--- src/rtl/sfifo_rd_stream_if.sv ---
// sfifo_rd_stream_if: FIFO read port plus the outgoing valid/ready stream.
// master = the adapter (drives fifo_re and the stream), slave = its environment.
interface sfifo_rd_stream_if #(
    parameter int DWIDTH = 32,
    parameter int RD_LAT = 1
);
    localparam int DEPTH = RD_LAT + 2;
    localparam int CW    = $clog2(DEPTH + 1);

    logic              fifo_empty;
    logic              fifo_re;
    logic [DWIDTH-1:0] fifo_rdata;
    logic              o_valid;
    logic              o_ready;
    logic [DWIDTH-1:0] o_data;
    logic [CW-1:0]     o_level;
    logic [31:0]       o_beats;

    modport master (
        input  fifo_empty, fifo_rdata, o_ready,
        output fifo_re, o_valid, o_data, o_level, o_beats
    );

    modport slave (
        output fifo_empty, fifo_rdata, o_ready,
        input  fifo_re, o_valid, o_data, o_level, o_beats
    );
endinterface

--- src/rtl/sfifo_rd_stream.sv ---
// sfifo_rd_stream: turns a synchronous FIFO read port (data RD_LAT cycles
// after re) into a valid/ready stream with a credit-managed skid buffer of
// RD_LAT+2 entries. fifo_re depends only on buffer level + reads in flight,
// never on o_ready.
// Optional accepted-beat counter on o_beats: define SFIFO_RDS_BEATCNT_EN.
module sfifo_rd_stream #(
    parameter int DWIDTH = 32,
    parameter int RD_LAT = 1
) (
    input  logic                clk,
    input  logic                rst_n,
    sfifo_rd_stream_if.master   bus
);
    localparam int DEPTH = RD_LAT + 2;
    localparam int CW    = $clog2(DEPTH + 1);
    localparam int PW    = $clog2(DEPTH);
    localparam int TW    = CW + 1;

    typedef logic [PW-1:0] ptr_t;

    logic [DWIDTH-1:0] r_mem [DEPTH];
    logic [RD_LAT-1:0] r_pipe;
    ptr_t              r_wr_ptr;
    ptr_t              r_rd_ptr;
    logic [CW-1:0]     r_level;

    logic [CW-1:0]     w_inflight;
    logic [TW-1:0]     w_total;
    logic              w_re;
    logic              w_push;
    logic              w_pop;
    logic              w_valid;

    // Wrap modulo DEPTH; DEPTH is generally not a power of two.
    function automatic ptr_t ptr_inc(input ptr_t p);
        return (p == ptr_t'(DEPTH - 1)) ? '0 : ptr_t'(p + 1'b1);
    endfunction

    // Count reads already issued whose data has not yet landed.
    always_comb begin
        w_inflight = '0;
        for (int unsigned i = 0; i < RD_LAT; i++) begin
            w_inflight = w_inflight + CW'(r_pipe[i]);
        end
    end

    assign w_total = TW'(r_level) + TW'(w_inflight);
    assign w_re    = rst_n & ~bus.fifo_empty & (w_total < TW'(DEPTH));
    assign w_push  = r_pipe[RD_LAT-1];
    assign w_valid = (r_level != '0);
    assign w_pop   = w_valid & bus.o_ready;

    // Read-valid pipe tracking fifo_re until its data arrives.
    always_ff @(posedge clk) begin
        if (!rst_n) begin
            r_pipe <= '0;
        end else begin
            r_pipe[0] <= w_re;
            for (int unsigned i = 1; i < RD_LAT; i++) begin
                r_pipe[i] <= r_pipe[i-1];
            end
        end
    end

    // Capture returning read data into the skid buffer (array not reset).
    always_ff @(posedge clk) begin
        if (rst_n && w_push) begin
            r_mem[r_wr_ptr] <= bus.fifo_rdata;
        end
    end

    // Pointer and level bookkeeping for push/pop.
    always_ff @(posedge clk) begin
        if (!rst_n) begin
            r_wr_ptr <= '0;
            r_rd_ptr <= '0;
            r_level  <= '0;
        end else begin
            if (w_push) begin
                r_wr_ptr <= ptr_inc(r_wr_ptr);
            end
            if (w_pop) begin
                r_rd_ptr <= ptr_inc(r_rd_ptr);
            end
            case ({w_push, w_pop})
                2'b10:   r_level <= r_level + 1'b1;
                2'b01:   r_level <= r_level - 1'b1;
                default: r_level <= r_level;
            endcase
        end
    end

`ifdef SFIFO_RDS_BEATCNT_EN
    logic [31:0] r_beats;

    // Free-running count of accepted beats, wraps naturally.
    always_ff @(posedge clk) begin
        if (!rst_n) begin
            r_beats <= '0;
        end else if (w_pop) begin
            r_beats <= r_beats + 32'd1;
        end
    end

    assign bus.o_beats = r_beats;
`else
    assign bus.o_beats = '0;
`endif

    assign bus.fifo_re = w_re;
    assign bus.o_valid = w_valid;
    assign bus.o_data  = r_mem[r_rd_ptr];
    assign bus.o_level = r_level;

endmodule

--- src/flat_wrapper.sv ---
// flat-port wrapper written by rule: the top's interface ports become plain ports
module sfifo_rd_stream_flat 
#(
    parameter int DWIDTH = 32,
    parameter int RD_LAT = 1
)
  (clk, rst_n, bus_fifo_empty, bus_fifo_rdata, bus_o_ready, bus_fifo_re, bus_o_valid, bus_o_data, bus_o_level, bus_o_beats);
  sfifo_rd_stream_if #(.DWIDTH(DWIDTH), .RD_LAT(RD_LAT)) bus_i ();
  input  logic clk;
  input  logic rst_n;
  input wire logic [$bits(bus_i.fifo_empty)-1:0] bus_fifo_empty;
  input wire logic [$bits(bus_i.fifo_rdata)-1:0] bus_fifo_rdata;
  input wire logic [$bits(bus_i.o_ready)-1:0] bus_o_ready;
  output wire logic [$bits(bus_i.fifo_re)-1:0] bus_fifo_re;
  output wire logic [$bits(bus_i.o_valid)-1:0] bus_o_valid;
  output wire logic [$bits(bus_i.o_data)-1:0] bus_o_data;
  output wire logic [$bits(bus_i.o_level)-1:0] bus_o_level;
  output wire logic [$bits(bus_i.o_beats)-1:0] bus_o_beats;
  assign bus_i.fifo_empty = bus_fifo_empty;
  assign bus_i.fifo_rdata = bus_fifo_rdata;
  assign bus_i.o_ready = bus_o_ready;
  assign bus_fifo_re = bus_i.fifo_re;
  assign bus_o_valid = bus_i.o_valid;
  assign bus_o_data = bus_i.o_data;
  assign bus_o_level = bus_i.o_level;
  assign bus_o_beats = bus_i.o_beats;
  sfifo_rd_stream #(.DWIDTH(DWIDTH), .RD_LAT(RD_LAT)) u_core (.clk(clk), .rst_n(rst_n), .bus(bus_i));
endmodule
--- config.mk ---
export PLATFORM = sky130hd
export DESIGN_NAME = sfifo_rd_stream_flat
export DESIGN_NICKNAME = d
export VERILOG_FILES = /design/src/rtl/sfifo_rd_stream_if.sv /design/src/rtl/sfifo_rd_stream.sv /design/src/flat_wrapper.sv
export SDC_FILE = /design/constraint.sdc
export NUM_CORES = 1
export LEC_CHECK = 0
export ABC_AREA = 1
export CORE_ASPECT_RATIO = 1.5
export CORE_MARGIN = 5
export CORE_UTILIZATION = 45
export DETAILED_ROUTE_END_ITERATION = 16
export DONT_BUFFER_PORTS = 1
export MAX_ROUTING_LAYER = met4
export SYNTH_ARGS = -nofsm -noshare
export SYNTH_HDL_FRONTEND = slang
export SYNTH_SLANG_ARGS = --single-unit
--- constraint.sdc ---
create_clock -name clk -period 3.7 [get_ports clk]
set_clock_uncertainty 0.2 [all_clocks]
set_input_delay 0.925 -clock clk [delete_from_list [all_inputs] [get_ports clk]]
set_output_delay 0.925 -clock clk [all_outputs]
set_load 0.03 [all_outputs]
==> results of run 1 <==
[kinds of logic after synthesis]
kind of cell / synth area share (%)
buffers and inverters: 10.0
AND/OR/NAND/NOR: 8.33
adder cells (fa/ha/maj): 0.887
other: 0.0886
flip-flops: 72.3
AO/OA/AOI/OAI: 8.33
[area by class of cell]
type / count / area, µm²
Timing Repair Buffer: 9 / 67.6
Fill cell: 820 / 4740
Inverter: 13 / 56.3
Tap cell: 112 / 140
Multi-Input combinational cell: 196 / 890
Clock inverter: 7 / 76.3
Sequential cell: 105 / 3060
Clock buffer: 9 / 225
[flip-flops by register name, indices dropped and copies added (netlist names), named ones only]
signal              flops
u_core.r_rd_ptr         2
u_core.bus.o_level      2
u_core.r_pipe           1
u_core.r_mem           96
u_core.r_wr_ptr         2
[worst min-delay path, stage by stage (launching register included)]
cell and delay (ns):
dfxtp_1 0.32, nor2_1 0.10, nor2_1 0.06
[layer usage]
layer  global-route usage (%)  vias up
met5                        -        -
met4                     4.29        0
met3                     6.28        4
met2                     26.7       76
met1                     14.1     1118
li1                         -     1094
[how the worst max path moves through the flow]
stage	endpoint	slack [ns]	cells after the start
after global routing	bus_o_data[15]	0.43	3
after detailed placement	bus_o_data[15]	0.88	3
after floorplan	bus_fifo_re	0.60	5
after CTS	bus_o_data[15]	0.51	3
after global placement	bus_o_data[15]	0.94	3
final	bus_o_data[27]	0.57	3
[through the flow]
step | power [mW] | util, % | setup WS (ns)
after floorplan | 1.86 | - | 0.601
after global placement | 1.89 | 45.6 | 0.939
after detailed placement | 1.89 | 45.6 | 0.884
after CTS | 2.83 | 48.8 | 0.513
after global routing | 2.92 | 48.8 | 0.426
final | 2.79 | 48.8 | 0.574
[Yosys cell counts]
cell / count
inv_2: 2
dfxtp_1: 9
clkinv_4: 1
nand2_2: 1
inv_1: 9
conb_1: 1
nand4_1: 1
a21oi_1: 65
o21ai_0: 3
edfxtp_1: 96
nand2_1: 42
nor4_1: 2
nor2_1: 44
o22ai_1: 2
buf_4: 40
inv_4: 1
nor3_1: 1
ha_1: 3
buf_6: 6
[layout by cell type, fill, tap and decap left out, types with 3 or more instances in the layout]
cell type	Yosys	layout
buf_4	40	9
o21ai_0	3	3
inv_1	9	9
clkinv_4	1	3
ha_1	3	3
dfxtp_1	9	9
nor2_1	44	42
a21oi_1	65	65
conb_1	1	32
edfxtp_1	96	96
clkbuf_16	0	9
nand2_1	42	42
[power breakdown]
group	total (mW)	switching, mW	leakage, nW	internal [mW]
Clock	0.937	0.409	0.144	0.529
Sequential	1.36	0.0360	0.942	1.33
Combinational	0.491	0.405	0.554	0.0857
Total	2.79	0.850	1.64	1.94
==> impl_metrics.json, run 1 <==
{
  "cp-end-kind": "primary output",
  "peakVddDrop_v": 0.000441,
  "areaGrowthSynthToFinish_pct": 6.71,
  "final_area_um2": 4520,
  "fmax_ghz": 0.320,
  "dp_hpwl_um": 5220,
  "diodes": 0,
  "drive_gt1_share_pct": 9.44,
  "worstPathRequired_ns": 2.57,
  "worstHoldStart": "u_core.r_rd_ptr[0]",
  "grtUsageTotal_pct": 14.8,
  "slowest_delay_ns": 0.63,
  "core_um2": 9250,
  "cp_num_buf_inv": 1,
  "placed_area_um2": 4220,
  "clk_path_buf_depth": 2,
  "syn_area_per_cell_um2": 12.9,
  "io_pins": 104,
  "hold_violations": 0,
  "post-route-period-util_pct": 84.5,
  "yosysWarnings": 0,
  "route.detailed.drc": 0,
  "drv_cap": 0,
  "cts_root_buf": "clkbuf_16",
  "met3WireLength_um": 649,
  "via_per_inst": 5.08,
  "period_needed_ns": 3.13,
  "hp-class": "register to register",
  "cts_resized": 0,
  "setup_viol": 0,
  "top_layer": "met4",
  "status": "completed",
  "yosys_register_bits": 105,
  "fp-row-count": 43,
  "grt_max_degree": 33,
  "drt_first_pass_iters": 4,
  "grt_pass1_wl_um": 12100,
  "max_slew_margin_pct": 51.2,
  "synth_top_area_share_pct": 68.1,
  "final_antenna_net_count": 0,
  "whs_endpoint": "u_core.r_rd_ptr[0]",
  "p_per_area_nw_per_um2": 618,
  "h-tree-depth": 3,
  "hold_path_depth": 2,
  "drt_iter0_markers": 130,
  "rrSetupSlack_ns": 1.69,
  "syn_inst": 329,
  "cts_made_buffers": 9,
  "die_w_um": 89.2,
  "place_inst": 435,
  "leakagePower_nw": 1.64,
  "initial_core_util_pct": 45.8,
  "wl_met2_um": 4440,
  "clk_latency_ns": 0.34,
  "cp-start-kind": "register",
  "routed-via-count": 2292,
  "finalWeightedCongestion": 0.743,
  "cp_common_cell": "a21oi_1",
  "synth_top_area_cell": "edfxtp_1",
  "hold_ws_ns": 0.327,
  "final-max-slew-violation-count": 0,
  "wl_met1_um": 2840,
  "tritoncts": "done",
  "cp.arrival_ns": 2.00,
  "seq_area_frac_synth_pct": 72.3,
  "overflow": 0,
  "final_cells": 451,
  "wl_um": 8000,
  "synth_cell_types": 19,
  "die_y_um": 129,
  "die_area_um2": 11500,
  "cpLargestDelayFamily": "compound AO/OA/AOI/OAI gates",
  "clk_pin_slew_ns": 0.07,
  "wl_per_cell_um": 17.7,
  "antenna_found_initial": 0,
  "critPathSlowestCell": "dfxtp_1",
  "r2r_end": "u_core.bus.o_level[1]",
  "port_buffers": 0,
  "grt_pass1_vias": 2360,
  "worst-path-max-fanout": 22,
  "clock_sinks": 105,
  "layout.nets": 373,
  "setup_tns_ns": 0,
  "worst_pin_slew_ns": 0.735,
  "cts_hold_buf": 0,
  "yosys-top-cells-area": "edfxtp_1, a21oi_1, buf_4, dfxtp_1, nor2_1",
  "crit_chain": "buf_4 -> a21oi_1 -> a21oi_1",
  "r2r-start": "u_core.bus.o_level[0]",
  "netlist_area_um2": 4230,
  "rsz0062_at_grt": "false",
  "post-cts-setup-buffers": 0,
  "critPathKind": "register to primary output",
  "worstRegToRegCells": 10
}
No activity file was read; power rests on OpenSTA's default activity.
==> inputs of run 2 (changes only) <==
==> constraint.sdc (replaced) <==
create_clock -name clk -period 2.9 [get_ports clk]
set_clock_uncertainty 0.2 [all_clocks]
set_input_delay 0.725 -clock clk [delete_from_list [all_inputs] [get_ports clk]]
set_output_delay 0.725 -clock clk [all_outputs]
set_load 0.03 [all_outputs]
==> impl_metrics.json, run 2 (synthesized netlist as in run 1, its figures left out) <==
{
  "status": "completed",
  "antenna_found_initial": 0,
  "cp.arrival_ns": 1.78,
  "worst_pin_slew_ns": 0.524,
  "hold_violations": 0,
  "wl_um": 7890,
  "gr-usage-met1_pct": 15.3,
  "pwr-share-comb_pct": 22.0,
  "seq_power_share_pct": 46.9,
  "hold_ws_ns": 0.263,
  "clk_pin_slew_ns": 0.06,
  "core_um2": 9250,
  "cts_hold_buf": 0,
  "dp_hpwl_um": 5210,
  "wl_per_cell_um": 16.2,
  "cp-end-kind": "primary output",
  "peakVddDrop_v": 0.000532,
  "hold_path_depth": 1,
  "grt_use_met3_pct": 3.91,
  "die_w_um": 89.2,
  "slowest_delay_ns": 0.65,
  "areaGrowthSynthToFinish_pct": 12.8,
  "placed_area_um2": 4490,
  "cts_resized": 0,
  "clk_latency_ns": 0.33,
  "internal-power_mw": 2.61,
  "die_area_um2": 11500,
  "cts_root_buf": "clkbuf_16",
  "worstRegToRegCells": 11,
  "crit_cells": 4,
  "clk_path_buf_depth": 2,
  "place_inst": 471,
  "p_switching_mw": 1.06,
  "worstPathRequired_ns": 1.98,
  "tritoncts": "done",
  "critPathKind": "register to primary output",
  "leakagePower_nw": 1.81,
  "layout.nets": 409,
  "routed-via-count": 2416,
  "top_usage_layer": "met2",
  "final_area_um2": 4770,
  "clock_sinks": 105,
  "drv_cap": 0,
  "post-route-period-util_pct": 93.3,
  "setup_tns_ns": 0,
  "drive_gt1_share_pct": 17.6,
  "fin_ws_ns": 0.194,
  "grt_pass1_vias": 2456,
  "top_register": "u_core.r_mem",
  "cpLargestDelayFamily": "flip-flops",
  "grt_max_degree": 33,
  "final-max-slew-violation-count": 0,
  "worst-path-max-fanout": 32,
  "largest_reg_flops": 96,
  "h-tree-depth": 3,
  "route.detailed.drc": 0,
  "cts_made_buffers": 9,
  "max_slew_margin_pct": 65.0,
  "drt_iter0_markers": 169,
  "overflow": 0,
  "cp_num_buf_inv": 2,
  "final_core_util_pct": 51.6,
  "final_common_cell": "edfxtp_1",
  "finalWeightedCongestion": 0.716,
  "fp-row-count": 43,
  "setup_viol": 0,
  "via_per_inst": 4.96,
  "diodes": 0,
  "final_cell_mix": "edfxtp_1, a21oi_1, buf_4",
  "io_pins": 104,
  "die_y_um": 129,
  "clkPwrFrac_pct": 31.1,
  "p_sw_share_pct": 29.0,
  "finalPower_mw": 3.67,
  "post-cts-setup-buffers": 0,
  "place_ws_ns": 0.561,
  "drt_first_pass_iters": 4,
  "critPathSlowestCell": "dfxtp_1",
  "p_per_area_nw_per_um2": 768,
  "period_needed_ns": 2.71,
  "final_cells": 487,
  "fmax_ghz": 0.370,
  "final_antenna_net_count": 0,
  "rsz0062_at_grt": "false",
  "grtUsageTotal_pct": 15.0,
  "grt_pass1_wl_um": 12200,
  "crit_chain": "clkinv_4 -> nand2_1 -> a21oi_1 -> buf_4",
  "cp-start-kind": "register",
  "use_met2_pct": 26.1,
  "initial_core_util_pct": 45.8,
  "port_buffers": 0,
  "hp-class": "input pin to register"
}
[run 2: power by group through the flow]
stage	clock network, mW	registers, mW	logic, mW
2_1_floorplan	0	1.76	0.616
3_3_place_gp	0	1.75	0.816
3_5_place_dp	0	1.75	0.819
4_1_cts	1.17	1.72	0.822
5_1_grt	1.24	1.72	0.875
6_report	1.14	1.72	0.807
[run 2: path summary, 6_finish.rpt]
| check | startpoint | to | slack, ns |
|---|---|---|---|
| setup / recovery | register | bus_o_data[18] | 0.19 |
| hold / removal | bus_fifo_empty | u_core.r_pipe | 0.26 |
| setup reg to reg | u_core.bus.o_level[0] | u_core.bus.o_level[1] | 1.08 |
| hold reg to reg | u_core.r_rd_ptr[1] | u_core.r_rd_ptr[1] | 0.33 |
[run 2: cell type report]
cell class	count	area (µm²)
inverter	13	56.3
clock buffer	10	229
clock inverter	6	58.8
multi-input combinational	196	890
sequential	105	3060
fill	798	4480
tap	112	140
timing repair buffer	45	338
[run 2: layer usage]
layer / part of all wire (%) / vias to the layer above / wire length, µm
met3: 7.2 / 13 / 569
li1: - / 1167 / -
met5: 0 / - / 0
met4: 2.2 / 0 / 176
met1: 36 / 1152 / 2860
met2: 54 / 84 / 4280
==> inputs of run 3 (changes only) <==
--- a/config.mk
+++ b/config.mk
@@ -5,7 +5,6 @@
 export SDC_FILE = /design/constraint.sdc
 export NUM_CORES = 1
 export LEC_CHECK = 0
-export ABC_AREA = 1
 export CORE_ASPECT_RATIO = 1.5
 export CORE_MARGIN = 5
 export CORE_UTILIZATION = 45
==> impl_metrics.json, run 3 <==
{
  "status": "completed",
  "place_ws_ns": 0.488,
  "multi_input_area_um2": 952,
  "diodes": 0,
  "synth-main-ff-cell": "edfxtp_1",
  "antenna_found_initial": 0,
  "seqCellArea_um2": 3070,
  "slowest_delay_ns": 0.36,
  "top_register": "u_core.r_mem",
  "final_antenna_net_count": 0,
  "synth_common_cells": "edfxtp_1, nand2_1, buf_4",
  "synth.most_common_cell": "edfxtp_1",
  "final_cell_mix": "edfxtp_1, buf_4, nand2_1",
  "synth_cell_types": 23,
  "hold_violations": 0,
  "grt_max_degree": 35,
  "p_per_area_nw_per_um2": 807,
  "final-max-slew-violation-count": 0,
  "fmax_ghz": 0.379,
  "grt_pass1_wl_um": 10400,
  "worstPathRequired_ns": 1.98,
  "finalWeightedCongestion": 0.710,
  "synth_top_area_share_pct": 69.1,
  "placed_area_um2": 4520,
  "die_w_um": 88.6,
  "fin_ws_ns": 0.260,
  "routed-via-count": 2111,
  "rsz0062_at_grt": "false",
  "cpLargestDelayFamily": "adder cells",
  "via_per_inst": 4.82,
  "hp-class": "input pin to register",
  "cp_common_cell": "ha_1",
  "crit_chain": "ha_1 -> ha_1 -> a2111oi_2 -> buf_4",
  "io_pins": 104,
  "layout.nets": 360,
  "syn_area_per_cell_um2": 15.0,
  "port_buffers": 0,
  "period_needed_ns": 2.64,
  "drive_gt1_share_pct": 20.6,
  "hold_ws_ns": 0.279,
  "yosysWarnings": 0,
  "setup_tns_ns": 0,
  "dp_hpwl_um": 4670,
  "r2r-start": "u_core.bus.o_level[0]",
  "largest_reg_flops": 96,
  "final_cells": 438,
  "syn_inst": 278,
  "setup_viol": 0,
  "areaGrowthSynthToFinish_pct": 15.9,
  "netlist_area_um2": 4170,
  "clk_pin_slew_ns": 0.07,
  "final_common_cell": "edfxtp_1",
  "leakagePower_nw": 1.64,
  "n_fill_cell": 770,
  "overflow": 0,
  "endpoint": "bus_fifo_re",
  "critPathKind": "register to primary output",
  "worstRegToRegCells": 6,
  "clk_latency_ns": 0.33,
  "drt_first_pass_iters": 4,
  "clock_sinks": 105,
  "synth-async-reset-ratio_pct": 0,
  "cp.arrival_ns": 1.71,
  "core_um2": 9150,
  "wl_um": 6740,
  "initial_core_util_pct": 45.6,
  "cp-end-kind": "primary output",
  "die_y_um": 128,
  "yosys-top-cells-area": "edfxtp_1, mux2i_1, buf_4, dfxtp_1, o21ai_0",
  "fp-row-count": 43,
  "critPathLaunch": "u_core.r_pipe",
  "synth-edff-count": 96,
  "die_area_um2": 11300,
  "crit_cells": 4,
  "seq_area_frac_synth_pct": 73.5,
  "drv_cap": 0,
  "final_area_um2": 4830,
  "cp-start-kind": "register",
  "grtUsageTotal_pct": 13.1,
  "r2r_end": "u_core.bus.o_level[1]",
  "wl_per_cell_um": 15.4,
  "tritoncts": "done",
  "cts_made_buffers": 9,
  "route.detailed.drc": 0,
  "h-tree-depth": 3,
  "rrSetupSlack_ns": 1.06,
  "clk_path_buf_depth": 2,
  "cp_num_buf_inv": 1,
  "peakVddDrop_v": 0.000456,
  "place_inst": 422,
  "yosys_register_bits": 105,
  "synth_top_area_cell": "edfxtp_1",
  "cts_hold_buf": 0,
  "cts_root_buf": "clkbuf_16",
  "post-route-period-util_pct": 91.0,
  "critPathSlowestCell": "a2111oi_2",
  "worst-path-max-fanout": 4,
  "grt_pass1_vias": 2137,
  "drt_iter0_markers": 105
}
run 3: logic make-up (layout without fill, tap and decap cells):
kind of cell | after synthesis | count (layout) | synth area share [%]
AO/OA/AOI/OAI | 40 | 40 | 5.07
XOR/XNOR | 2 | 2 | 0.420
adder cells (fa/ha/maj) | 3 | 3 | 0.900
buffers and inverters | 47 | 64 | 7.44
flip-flops | 105 | 105 | 73.5
multiplexers | 33 | 33 | 7.92
other | 1 | 32 | 0.0899
AND/OR/NAND/NOR | 47 | 47 | 4.68
run 3: power breakdown:
part	total, mW	switching [mW]	internal, mW
clock network	1.23	0.483	0.750
registers	1.76	0.0454	1.71
logic	0.909	0.579	0.331
total	3.90	1.11	2.79
run 3: final cells by class:
type                       count  area share, %
inverter                       3          0.233
timing repair buffer          45           7.25
clock buffer                  10           4.74
sequential                   105           63.5
multi-input combinational    157           19.7
tap                          112           2.90
clock inverter                 6           1.71
run 3: repair_timing:
action,4_1_cts,5_1_grt
endpoints found under the setup margin,0,1
resized for setup,0,1
setup buffers,0,0
run 3: worst register-to-register path: stages (launching register included):
cell and delay [ns]:
dfxtp_1 0.31, buf_4 0.18, o21ai_2 0.20, inv_1 0.06, ha_1 0.32, or3_1 0.35
a21oi_1 0.14
run 3: through the flow:
step           total power, mW  util (%)
6_report                  3.90      52.8
5_1_grt                   4.08      52.8
4_1_cts                   3.94      52.8
3_5_place_dp              2.72      49.4
3_3_place_gp              2.71      49.4
2_1_floorplan             2.47         -
run 3: routing by layer:
metal | up-vias | GRT usage [%] | part of all wire [%]
met3 | 13 | 5.21 | 9.1
met4 | 0 | 5.60 | 1.9
met2 | 77 | 22.1 | 54
li1 | 1029 | - | -
met1 | 992 | 13.3 | 35
met5 | - | - | 0
run 3: worst min path at each step:
| stage | from | end | slack, ns | cells after the start |
|---|---|---|---|---|
| after floorplan | u_core.r_rd_ptr[0] | register | 0.25 | 2 |
| after global placement | u_core.r_rd_ptr[1] | register | 0.27 | 2 |
| after detailed placement | u_core.r_rd_ptr[1] | register | 0.28 | 2 |
| after CTS | bus_fifo_rdata[10] | u_core.r_mem[2][10] | 0.27 | 0 |
| after global routing | bus_fifo_rdata[17] | u_core.r_mem[1][17] | 0.26 | 0 |
| final | bus_fifo_rdata[17] | u_core.r_mem[1][17] | 0.28 | 0 |
